### src/rtl/jt49_cfg_arb.sv
`default_nettype none
// ============================================================================
// Module   : jt49_cfg_arb
// Brief    : Two-requester register-write arbiter and AY config holder.
// Revision : 1.0
// ============================================================================
module jt49_cfg_arb #(
  parameter bit RR = 1'b1
) (
  input  logic       clk,
  input  logic       rst,
  input  logic       cen,
  input  logic       a_req,
  input  logic [3:0] a_addr,
  input  logic [7:0] a_din,
  output logic       a_ack,
  input  logic       b_req,
  input  logic [3:0] b_addr,
  input  logic [7:0] b_din,
  output logic       b_ack,
  output logic       busy,
  input  logic [3:0] rd_addr,
  output logic [7:0] rd_dout,
  output logic [4:0] noise_period,
  output logic [7:0] mixer,
  output logic       env_rst
);

  localparam logic [1:0] S_IDLE  = 2'd0;
  localparam logic [1:0] S_WRITE = 2'd1;
  localparam logic [1:0] S_HOLD  = 2'd2;

  localparam logic [3:0] C_NOISE_REG = 4'd6;
  localparam logic [3:0] C_MIXER_REG = 4'd7;
  localparam logic [3:0] C_ENV_REG   = 4'd13;

  logic [1:0] r_state;
  logic [1:0] w_next;
  logic [7:0] r_regs [16];
  logic [3:0] r_addr;
  logic [7:0] r_din;
  logic       r_win_b;
  logic       r_last_b;
  logic       w_select;
  logic       w_commit;
  logic       w_pick_b;
  logic [7:0] w_wdata;

  // AY register widths; unimplemented bits always read back as zero.
  function automatic logic [7:0] ay_mask(input logic [3:0] addr);
    case (addr)
      4'd1, 4'd3, 4'd5, 4'd13: ay_mask = 8'h0F;
      4'd6, 4'd8, 4'd9, 4'd10: ay_mask = 8'h1F;
      default:                 ay_mask = 8'hFF;
    endcase
  endfunction

  // On a tie B wins only in round-robin mode when A was granted last.
  assign w_pick_b = b_req & (~a_req | (RR & ~r_last_b));
  assign w_wdata  = r_din & ay_mask(r_addr);

  always_ff @(posedge clk or posedge rst) begin
    if (rst) begin
      r_state <= S_IDLE;
    end else begin
      r_state <= w_next;
    end
  end

  always_comb begin
    w_next = r_state;
    case (r_state)
      S_IDLE:  if (cen && (a_req || b_req)) w_next = S_WRITE;
      S_WRITE: if (cen) w_next = S_HOLD;
      S_HOLD:  w_next = S_IDLE;
      default: w_next = S_IDLE;
    endcase
  end

  always_comb begin
    w_select = (r_state == S_IDLE) && cen && (a_req || b_req);
    w_commit = (r_state == S_WRITE) && cen;
    busy     = (r_state != S_IDLE);
  end

  always_ff @(posedge clk or posedge rst) begin
    if (rst) begin
      for (int i = 0; i < 16; i++) r_regs[i] <= 8'h00;
      r_addr       <= 4'd0;
      r_din        <= 8'h00;
      r_win_b      <= 1'b0;
      r_last_b     <= 1'b1;
      a_ack        <= 1'b0;
      b_ack        <= 1'b0;
      env_rst      <= 1'b0;
      rd_dout      <= 8'h00;
      noise_period <= 5'd0;
      mixer        <= 8'h00;
    end else begin
      if (w_select) begin
        r_addr   <= w_pick_b ? b_addr : a_addr;
        r_din    <= w_pick_b ? b_din  : a_din;
        r_win_b  <= w_pick_b;
        r_last_b <= w_pick_b;
      end
      a_ack   <= w_commit & ~r_win_b;
      b_ack   <= w_commit &  r_win_b;
      env_rst <= w_commit && (r_addr == C_ENV_REG);
      if (w_commit) begin
        r_regs[r_addr] <= w_wdata;
        if (r_addr == C_NOISE_REG) noise_period <= w_wdata[4:0];
        if (r_addr == C_MIXER_REG) mixer <= w_wdata;
      end
      // Read port sees the pre-write contents on a same-edge collision.
      rd_dout <= r_regs[rd_addr];
    end
  end

endmodule
`default_nettype wire

### config.mk
export PLATFORM = sky130hd
export DESIGN_NAME = jt49_cfg_arb
export DESIGN_NICKNAME = d
export VERILOG_FILES = /design/src/rtl/jt49_cfg_arb.sv
export SDC_FILE = /design/constraint.sdc
export NUM_CORES = 1
export LEC_CHECK = 0
export ABC_AREA = 1
export BUFFER_PORTS_ARGS = -buffer_cell sky130_fd_sc_hd__buf_2
export CAP_MARGIN = 10
export CELL_PAD_IN_SITES_DETAIL_PLACEMENT = 1
export CELL_PAD_IN_SITES_GLOBAL_PLACEMENT = 2
export CORE_AREA = 2 2 143 180
export DETAILED_ROUTE_END_ITERATION = 7
export DIE_AREA = 0 0 145 182
export GPL_TIMING_DRIVEN = 1
export PLACE_DENSITY_LB_ADDON = 0.1
export SLEW_MARGIN = 10
export SYNTH_ARGS = -nofsm -noshare
export SYNTH_HDL_FRONTEND = slang
export SYNTH_SLANG_ARGS = --single-unit
### constraint.sdc
create_clock -name clk -period 5.58 [get_ports clk]
set_clock_uncertainty 0.2 [all_clocks]
set_input_delay 1.116 -clock clk [delete_from_list [all_inputs] [get_ports clk]]
set_output_delay 1.116 -clock clk [all_outputs]
set_load 0.02 [all_outputs]
==> impl_metrics.py <==
metrics = {
    "run_status": {
        "status": "completed",
    },
    "floorplan": {
        "die_area_um2": 26390,
        "coreArea_um2": 24810,
        "row_count": 65,
        "start_util": 0.3132,
        "boundaryPins": 58,
        "die_h_um": 182,
        "die_w_um": 145,
    },
    "critical_path": {
        "r2r_slack_ns": 3.41,
        "required_ns": 4.26,
        "rr_startpoint": "r_addr[0]$_DFFE_PP0P_",
        "startpoint": "r_state[0]$_DFFE_PP0P_",
        "start_kind": "register",
        "cp.arrival_ns": 1.33,
        "cp_max_fo": 3,
        "reg2reg_depth": 6,
        "crit_type": "reg2out",
        "end_kind": "output pin",
    },
    "place": {
        "io_buffers": 57,
        "dpl.hpwl_um": 17210,
        "gp_congestion": 0.7552,
        "place_area_um2": 8140,
    },
    "flow_run": {
        "cap_violations": 0,
    },
    "global_route": {
        "grt_overflow": 0,
        "groute.usage.overall": 0.2107,
        "antenna_found_initial": 0,
        "first_global_vias": 6916,
        "grt_max_degree": 85,
        "grt_pass1_wl_um": 41950,
    },
    "cts": {
        "numCtsBuffers": 17,
        "h-tree-depth": 4,
        "cts_tree": "yes",
        "clk_latency_ns": 0.43,
        "clk_path_buf_depth": 2,
        "cts_root_buffer": "clkbuf_16",
        "ctsHoldBuffers": 0,
        "clk_pin_slew_ns": 0.06,
        "cts_resized": 0,
        "post-cts-setup-buffers": 0,
        "cts_sinks": 155,
    },
    "drt": {
        "drt_wl_total_um": 26530,
        "ant_nets": 0,
        "vias": 6584,
        "firstDrtPassIters": 4,
        "wl_per_cell_um": 18.99,
        "vias_per_cell": 4.713,
        "drc_errors": 0,
        "drt-initial-drc-count": 392,
    },
    "timing": {
        "period_share": 0.4748,
        "relSlewSlack": 0.2124,
        "setup_tns_ns": 0,
        "min_period_ns": 2.649,
        "hold_viol_final": 0,
        "setup_viol": 0,
        "rsz0062_at_grt": "false",
        "tightest_slew_ns": 1.180,
        "slew_viol_final": 0,
        "fmax_ghz": 0.3775,
    },
    "final_layout": {
        "fin_util": 0.3536,
        "fin_area_um2": 8771,
        "syn2layout_area_growth_pct": 12.88,
        "drive_gt1_frac": 0.1139,
        "nets": 1089,
        "antenna_cells": 0,
    },
    "logic_synthesis": {
        "yosysWarnings": 0,
        "synth_edf_count": 0,
        "synthesis.nets": 1080,
        "synth_compound_area_frac": 0.06506,
        "yosys.area_share.simple": 0.3135,
        "synth_top_area_frac": 0.4960,
        "synthArstFlopShare": 1.000,
        "synth-adder-area-share": 0.008052,
        "synth_mux_area_frac": 0,
        "yosys-top-cells-count": "392 x nand2_1, 154 x dfrtp_1, 150 x nand3_1",
        "postSynthCellCount": 1042,
        "synth_area_um2": 7770,
        "yosys-top-cells-area": "dfrtp_1 50%, nand2_1 19%, nand3_1 9.7%",
        "ys_ff_latch": 155,
        "ys_types": 25,
        "synth.most_common_cell": "nand2_1",
        "synth_top_cell_by_area": "dfrtp_1",
        "synth-main-ff-cell": "dfrtp_1",
        "yosysSeqAreaShare": 0.4994,
        "avgSynthCellArea_um2": 7.457,
        "synth_top_family_by_area": "simple AND/OR/NAND/NOR gates",
        "synth_xor_area_frac": 0,
    },
    "power": {
        "total_leakage_power_nw": 4.495,
        "peakVddDrop_v": 0.0001985,
        "power_density_nw_per_um2": 485.7,
    },
    "worst_hold_path": {
        "hp-start": "r_win_b$_DFFE_PP0P_",
        "holdPathStages": 1,
        "worst_hold_path_type": "reg2reg",
    },
}
[kinds of logic (layout without fill, tap and decap cells)]
| logic type | count (synthesis) | count (layout) |
|---|---|---|
| and+or+nand+nor | 578 | 578 |
| buffers and inverters | 206 | 226 |
| DFF | 155 | 155 |
| AOI/OAI and AO/OA | 98 | 98 |
| adders and majority gates | 5 | 5 |
[sequential cells by signal (all words and copies together), names as in the netlist, 2 cells and up]
name     count
r_regs     127
r_addr       4
r_din        8
rd_dout      8
r_state      2
[where the power goes]
part           leakage [nW]  internal, mW  switching [mW]
Clock                 0.304         0.784           0.471
Sequential             1.96          1.51           0.332
Combinational          2.24         0.357           0.807
Total                  4.49          2.65            1.61
[per-stage QoR]
step | power (mW) | hold slack (ns) | cells | worst slack, ns
2_1_floorplan | 2.632 | 0.2032 | 1042 | 0.08750
3_3_place_gp | 3.026 | 0.2155 | 1367 | 2.529
3_5_place_dp | 3.045 | 0.2229 | 1367 | 2.537
4_1_cts | 4.318 | 0.2320 | 1397 | 2.911
5_1_grt | 4.577 | 0.2506 | 1397 | 2.816
6_report | 4.260 | 0.2229 | 1397 | 2.931
[final cells by class]
| cell class | instances | area (um^2) |
|---|---|---|
| Fill cell | 3051 | 16030 |
| Sequential cell | 155 | 3880 |
| Multi-Input combinational cell | 681 | 3004 |
| Clock buffer | 25 | 525.5 |
| Inverter | 133 | 506.7 |
| Tap cell | 335 | 419.2 |
| Timing Repair Buffer | 63 | 330.3 |
| Clock inverter | 5 | 105.1 |
[routing by layer]
layer | wire [um] | track usage
met1 | 12270 | 0.2742
met2 | 13170 | 0.3663
met5 | 0 | 0
met4 | 283 | 0.05030
met3 | 804 | 0.03518
[path summary, 6_finish.rpt]
kind / to
worst max register to register: r_regs[78]$_DFFE_PP0P_
worst min-delay path: a_ack$_DFF_PP0_
min in group asynchronous: env_rst$_DFF_PP0_
worst min register to register: a_ack$_DFF_PP0_
max in group asynchronous: r_last_b$_DFFE_PP1P_
worst max-delay path: busy
[critical path, stage by stage, from the launching register on]
cell,delay (ns)
dfrtp_1,0.40
or2_2,0.34
buf_2,0.17
[layout by cell type, fill, tap and decap left out]
| master | count |
|---|---|
| clkbuf_1 | 1 |
| or2_2 | 7 |
| ha_1 | 5 |
| buf_4 | 6 |
| inv_4 | 1 |
| nand2_4 | 1 |
| bufinv_16 | 3 |
| buf_2 | 57 |
| clkinvlp_4 | 2 |
| inv_6 | 1 |
| dfstp_2 | 1 |
| dfrtp_1 | 154 |
| clkbuf_16 | 17 |
| nor2_2 | 1 |
| o21ai_0 | 76 |
| nor3_4 | 1 |
| inv_1 | 123 |
| o21ai_1 | 16 |
| clkbuf_8 | 7 |
| nand2_2 | 4 |
| inv_2 | 8 |
| o211ai_1 | 6 |
| nor2_4 | 3 |
| nand3_2 | 1 |
| nand2_1 | 392 |
| nor2_1 | 18 |
| nand3_1 | 150 |
No activity file was read; power rests on OpenSTA's default activity.
